==> src/rtl/uart_cmd_seq_pkg.sv <==
// uart_cmd_seq shared types and constants.
// Receive-side command sequencer package.
package uart_cmd_pkg;

  typedef enum logic [1:0] {
    IDLE,
    ACCUM,
    HOLD
  } state_t;

  localparam logic [12:0] DB_MIN          = 13'd16;
  localparam logic [12:0] DB_DEFAULT_115K = 13'd434;

endpackage

==> src/rtl/uart_cmd_seq_if.sv <==
// Receiver byte handshake and command handshake bundle.
// slave = sequencer side, master = environment side.
interface uart_cmd_seq_if #(
  parameter int NBYTES = 3
);

  logic                  rx_rdy;
  logic [7:0]            rx_data;
  logic                  clr_rdy;
  logic [8*NBYTES-1:0]   cmd;
  logic                  cmd_vld;
  logic                  cmd_ack;

  modport master (
    output rx_rdy, rx_data, cmd_ack,
    input  clr_rdy, cmd, cmd_vld
  );

  modport slave (
    input  rx_rdy, rx_data, cmd_ack,
    output clr_rdy, cmd, cmd_vld
  );

endinterface

==> src/rtl/uart_cmd_seq_byte_tmo_timer.sv <==
// Inter-byte timeout counter.
// expired is a combinational terminal-count pulse.
module byte_tmo_timer #(
  parameter int TMO_CYC = 1000000
) (
  input  logic clk,
  input  logic rst_n,
  input  logic clr,
  input  logic en,
  output logic expired
);

  localparam int CLW = $clog2(TMO_CYC);
  localparam int W   = (CLW > 20) ? CLW : 20;
  localparam logic [W-1:0] TERM = W'(TMO_CYC - 1);

  logic [W-1:0] cnt_q, cnt_d;

  assign expired = en && (cnt_q == TERM);

  // count idle cycles; terminal count and clr both restart from zero
  always_comb begin
    cnt_d = cnt_q;
    if (clr || expired) begin
      cnt_d = '0;
    end else if (en) begin
      cnt_d = cnt_q + 1'b1;
    end
  end

  // counter register
  always_ff @(posedge clk or negedge rst_n) begin
    if (!rst_n) begin
      cnt_q <= '0;
    end else begin
      cnt_q <= cnt_d;
    end
  end

endmodule

==> src/rtl/uart_cmd_seq.sv <==
// UART receive-side command sequencer.
// Assembles NBYTES bytes into a command, owns baud divisor.
module uart_cmd_seq
  import uart_cmd_pkg::*;
#(
  parameter int          NBYTES     = 3,
  parameter int          TMO_CYC    = 1000000,
  parameter logic [12:0] DB_DEFAULT = DB_DEFAULT_115K
) (
  input  logic          clk,
  input  logic          rst_n,
  uart_cmd_seq_if.slave bus,
  output logic [12:0]   DB,
  input  logic          set_db,
  input  logic [12:0]   db_in,
  output logic          tmo_err,
  output logic          cfg_err
);

  localparam int CW   = 8 * NBYTES;
  localparam int CNTW = $clog2(NBYTES + 1);
  localparam logic [CNTW-1:0] NB = CNTW'(NBYTES);

  state_t          state_q, state_d;
  logic [CW-1:0]   cmd_q, cmd_d;
  logic            vld_q, vld_d;
  logic [CNTW-1:0] bcnt_q, bcnt_d;
  logic [12:0]     db_q, db_d;
  logic            tmo_q, tmo_d;
  logic            cfg_q, cfg_d;
  logic            cap;
  logic            expired;
  logic            db_ok;
  logic [CW-1:0]   shifted;

  byte_tmo_timer #(
    .TMO_CYC(TMO_CYC)
  ) u_tmo (
    .clk    (clk),
    .rst_n  (rst_n),
    .clr    (cap),
    .en     ((state_q == ACCUM) && !bus.rx_rdy),
    .expired(expired)
  );

  assign shifted = (cmd_q << 8) | CW'(bus.rx_data);
  assign db_ok   = (state_q == IDLE) && !bus.rx_rdy
                && (db_in >= DB_MIN);

  // handshake FSM, byte assembly and divisor update
  always_comb begin
    state_d = state_q;
    cmd_d   = cmd_q;
    vld_d   = vld_q;
    bcnt_d  = bcnt_q;
    db_d    = db_q;
    tmo_d   = 1'b0;
    cfg_d   = 1'b0;
    cap     = 1'b0;
    unique case (state_q)
      IDLE: begin
        if (bus.rx_rdy) begin
          cap   = 1'b1;
          cmd_d = shifted;
          if (NBYTES == 1) begin
            bcnt_d  = '0;
            vld_d   = 1'b1;
            state_d = HOLD;
          end else begin
            bcnt_d  = CNTW'(1);
            state_d = ACCUM;
          end
        end
      end
      ACCUM: begin
        if (bus.rx_rdy) begin
          cap   = 1'b1;
          cmd_d = shifted;
          if (bcnt_q == NB - 1'b1) begin
            bcnt_d  = '0;
            vld_d   = 1'b1;
            state_d = HOLD;
          end else begin
            bcnt_d = bcnt_q + 1'b1;
          end
        end else if (expired) begin
          tmo_d   = 1'b1;
          bcnt_d  = '0;
          state_d = IDLE;
        end
      end
      HOLD: begin
        if (bus.cmd_ack) begin
          vld_d   = 1'b0;
          state_d = IDLE;
        end
      end
      default: state_d = IDLE;
    endcase
    unique case (1'b1)
      (set_db && db_ok):  db_d  = db_in;
      (set_db && !db_ok): cfg_d = 1'b1;
      default: ;
    endcase
  end

  // state and datapath registers
  always_ff @(posedge clk or negedge rst_n) begin
    if (!rst_n) begin
      state_q <= IDLE;
      cmd_q   <= '0;
      vld_q   <= 1'b0;
      bcnt_q  <= '0;
      db_q    <= DB_DEFAULT;
      tmo_q   <= 1'b0;
      cfg_q   <= 1'b0;
    end else begin
      state_q <= state_d;
      cmd_q   <= cmd_d;
      vld_q   <= vld_d;
      bcnt_q  <= bcnt_d;
      db_q    <= db_d;
      tmo_q   <= tmo_d;
      cfg_q   <= cfg_d;
    end
  end

  assign bus.clr_rdy = cap & rst_n;
  assign bus.cmd     = cmd_q;
  assign bus.cmd_vld = vld_q;
  assign DB          = db_q;
  assign tmo_err     = tmo_q;
  assign cfg_err     = cfg_q;

endmodule

==> src/flat_wrapper.sv <==
// flat-port wrapper written by rule: the top's interface ports become plain ports
module uart_cmd_seq_flat import uart_cmd_pkg::*;
#(
  parameter int          NBYTES     = 3,
  parameter int          TMO_CYC    = 1000000,
  parameter logic [12:0] DB_DEFAULT = DB_DEFAULT_115K
)
  (clk, rst_n, DB, set_db, db_in, tmo_err, cfg_err, bus_rx_rdy, bus_rx_data, bus_cmd_ack, bus_clr_rdy, bus_cmd, bus_cmd_vld);
  uart_cmd_seq_if #(.NBYTES(NBYTES)) bus_i ();
  input  logic clk;
  input  logic rst_n;
  output logic [12:0] DB;
  input  logic set_db;
  input  logic [12:0] db_in;
  output logic tmo_err;
  output logic cfg_err;
  input wire logic [$bits(bus_i.rx_rdy)-1:0] bus_rx_rdy;
  input wire logic [$bits(bus_i.rx_data)-1:0] bus_rx_data;
  input wire logic [$bits(bus_i.cmd_ack)-1:0] bus_cmd_ack;
  output wire logic [$bits(bus_i.clr_rdy)-1:0] bus_clr_rdy;
  output wire logic [$bits(bus_i.cmd)-1:0] bus_cmd;
  output wire logic [$bits(bus_i.cmd_vld)-1:0] bus_cmd_vld;
  assign bus_i.rx_rdy = bus_rx_rdy;
  assign bus_i.rx_data = bus_rx_data;
  assign bus_i.cmd_ack = bus_cmd_ack;
  assign bus_clr_rdy = bus_i.clr_rdy;
  assign bus_cmd = bus_i.cmd;
  assign bus_cmd_vld = bus_i.cmd_vld;
  uart_cmd_seq #(.NBYTES(NBYTES), .TMO_CYC(TMO_CYC), .DB_DEFAULT(DB_DEFAULT)) u_core (.clk(clk), .rst_n(rst_n), .bus(bus_i), .DB(DB), .set_db(set_db), .db_in(db_in), .tmo_err(tmo_err), .cfg_err(cfg_err));
endmodule
==> config.mk <==
export PLATFORM = sky130hd
export DESIGN_NAME = uart_cmd_seq_flat
export DESIGN_NICKNAME = d
export VERILOG_FILES = /design/src/rtl/uart_cmd_seq_pkg.sv /design/src/rtl/uart_cmd_seq_if.sv /design/src/rtl/uart_cmd_seq_byte_tmo_timer.sv /design/src/rtl/uart_cmd_seq.sv /design/src/flat_wrapper.sv
export SDC_FILE = /design/constraint.sdc
export NUM_CORES = 1
export LEC_CHECK = 0
export CORE_MARGIN = 10
export CORE_UTILIZATION = 53
export CTS_CLUSTER_DIAMETER = 100
export CTS_CLUSTER_SIZE = 40
export DETAILED_ROUTE_END_ITERATION = 16
export GPL_ROUTABILITY_DRIVEN = 0
export HOLD_SLACK_MARGIN = 0.08
export PLACE_DENSITY = 0.95
export SLEW_MARGIN = 20
export SYNTH_ARGS = -nofsm -noshare
export SYNTH_HDL_FRONTEND = slang
export SYNTH_SLANG_ARGS = --single-unit
==> constraint.sdc <==
create_clock -name clk -period 3.33 [get_ports clk]
set_clock_uncertainty 0.2 [all_clocks]
set_input_delay 0.666 -clock clk [delete_from_list [all_inputs] [get_ports clk]]
set_output_delay 0.666 -clock clk [all_outputs]
set_load 0.03 [all_outputs]
==> impl_metrics.tcl <==
set metrics [dict create \
    first_iter_violations 169 \
    max-slew-margin-rel_pct 47.1 \
    cts_tree "yes" \
    worst_pin_slew_ps 793 \
    cp.required_ps 2460 \
    yosys.area_share.simple_pct 25.9 \
    antenna_left 0 \
    syn_avg_cell_area_um2 10.1 \
    ir_worst_vdd_uv 434 \
    ys_ff_latch 64 \
    end_kind "output port" \
    period_needed_ps 2790 \
    reg2reg_from "u_core.u_tmo.cnt_q[0]$_DFFE_PN0P_" \
    antenna_found_initial 0 \
    crit_start "bus_rx_rdy" \
    drc 0 \
    critPathArrivalTime_ps 1920 \
    core-area_um2 5200 \
    async_flop_share_pct 100 \
    cts.clk_slew.worst_paths_ps 80 \
    cts-root-buf "clkbuf_8" \
    layout.cells.non_filler 430 \
    die_h_um 93.8 \
    die_w_um 93.8 \
    synth_area_leader_cell "dfrtp_1" \
    yosys_warnings 0 \
    synth_cells 285 \
    finalHoldViolCount 0 \
    grt_overflow_total 0 \
    grt_max_degree 65 \
    setup.worst_path.start_class "input pin" \
    r2r_slack_ps 850 \
    outcome "finished, final reports clean" \
    htree_num_levels 3 \
    cts_resized 0 \
    wire_per_inst_um 17.1 \
    syn-num-nets 312 \
    rsz0062_at_grt "no" \
    final_util_pct 73.9 \
    fp.dieArea_um2 8790 \
    whs_ps 284 \
    synth_area_leaders "dfrtp_1 51%, nand2_1 11%, mux2_4 5.2%" \
    slew_violations 0 \
    synth_cell_types 44 \
    io_buffers 66 \
    cts_buffer_depth 2 \
    area_delta_synth_final_pct 33.4 \
    dp_hpwl_mm 5.01 \
    start_util_pct 55.4 \
    fmaxAchievable_mhz 359 \
    dp_cells 414 \
    via_per_inst 5.50 \
    synth_top_family_by_area "simple AND/OR/NAND/NOR gates" \
    timing.final.crit_share_pct 83.7 \
    yosysTopAreaCellShare_pct 51.2 \
    dr.pass1.iters 4 \
    synthAdderAreaFrac_pct 0.434 \
    criticalPathCategory "in2out" \
    synth_flop_cell "dfrtp_1" \
    final_nets 382 \
    io_pins 67 \
    routed_wirelength_mm 7.37 \
    num_rows 26 \
    hold_start "u_core.bus.cmd[17]$_DFFE_PN0N_" \
    drv_cap 0 \
    yosysSeqAreaShare_pct 55.7 \
    cts_inserted_buffers 9 \
    holdBufCountCts 0 \
    clkSinkCount 64 \
    tns_ps 0 \
    setup_viol 0 \
    synth_xor_area_share_pct 3.95 \
    grt_util_all_layers_pct 17.6 \
    synthMuxAreaShare_pct 6.72 \
    grt_pass1_wl_mm 12.2 \
    clk_latency_ps 350 \
    synth_compound_area_share_pct 4.69 \
    p_leak_uw 0.00175 \
    hold_depth 2 \
    n_antenna_cell 0 \
    vias 2367 \
    synth-edff-count 0 \
    syn_area_um2 2880 \
    post_cts_buffers 0 \
    ff2ff_path_depth 6 \
    drive_gt1_share_pct 13.6 \
    cp_max_fo 9 \
    grt_pass1_vias 2420 \
    power.density_nw_per_um2 782 \
    hold_path.class "reg2reg" \
]
-- cells in the final DEF, fill, tap and decap left out, types with 2 or more instances in the layout --
cell type / netlist / routed
a21oi_1: 3 / 3
and2_1: 2 / 2
buf_4: 0 / 5
bufinv_16: 0 / 3
clkbuf_8: 0 / 10
clkdlybuf4s50_1: 0 / 64
dfrtp_1: 59 / 59
dfstp_2: 5 / 5
inv_1: 4 / 4
mux2_2: 3 / 3
mux2_4: 10 / 10
nand2_1: 85 / 85
nand2b_1: 4 / 4
nand3_1: 15 / 15
nand4_1: 5 / 5
nand4b_1: 2 / 2
nor2_1: 23 / 23
nor2b_1: 3 / 3
nor3_1: 3 / 3
nor4_1: 3 / 3
o21ai_0: 7 / 7
o311ai_0: 2 / 2
or4_1: 3 / 3
xnor2_1: 5 / 5
xor2_1: 8 / 8
-- stage by stage --
stage / setup slack, ps / cell area, µm² / total power (µW)
after global placement: 439 / 3590 / 2140
after global routing: 490 / 3850 / 3150
after CTS: 552 / 3850 / 3030
final: 544 / 3850 / 3010
after detailed placement: 381 / 3590 / 2180
after floorplan: 995 / 2880 / 1720
-- cells by family after synthesis --
logic type | count (synthesis)
AOI/OAI and AO/OA | 19
xor gates and xnor gates | 13
adders and majority gates | 1
buffers and inverters | 15
DFF | 64
muxes | 14
and+or+nand+nor | 159
-- flip-flops by register name (all words and copies together) (netlist names) --
| signal | flops |
|---|---|
| u_core.tmo_err | 1 |
| u_core.DB | 13 |
| u_core.u_tmo.cnt_q | 20 |
| u_core.bus.cmd_vld | 1 |
| u_core.cfg_err | 1 |
| u_core.state_q | 2 |
| u_core.bus.cmd | 24 |
| u_core.bcnt_q | 2 |
-- report_power, final --
group	leakage, µW	switching [µW]	internal [µW]
registers	0.000809	141	981
logic	0.000818	585	462
clock network	0.000123	320	521
-- cell usage after synthesis (all sizes together), types with 5 or more instances --
library cell and count:
nor4 5, mux2 13, dfrtp 59, nand4 5
dfstp 5, clkbuf 8, nor2 23, xor2 8
nand2 86, xnor2 5, nand3 15, o21ai 8
-- layout make-up --
class                           count  area [µm²]
Multi-Input combinational cell    206        1200
Timing Repair Buffer               70         683
Clock buffer                       10         138
Inverter                            4        15.0
Fill cell                         349        1360
Sequential cell                    64        1610
Tap cell                           70        87.6
Clock inverter                      6         115
-- critical path: stages --
cell and delay [ps]:
clkdlybuf4s50_1 680, nor2b_1 260, and2_1 150, buf_4 160
-- final timing paths --
check	end
max	bus_clr_rdy
min	u_core.bus.cmd[17]$_DFFE_PN0N_
max reg2reg	u_core.bcnt_q[1]$_DFFE_PN0P_
min reg2reg	u_core.bus.cmd[17]$_DFFE_PN0N_
max in group asynchronous	u_core.DB[12]$_DFFE_PN0P_
min in group asynchronous	u_core.u_tmo.cnt_q[1]$_DFFE_PN0P_
-- layer usage --
metal	wire length [µm]	global-route usage (%)	part of all wire, %	vias to the layer above
met5	0	0	0	-
met4	233	8.10	3.2	0
met3	459	5.28	6.2	20
met2	3710	30.0	50	94
met1	2960	19.7	40	1158
li1	-	-	-	1095
No activity file was read; power rests on OpenSTA's default activity.
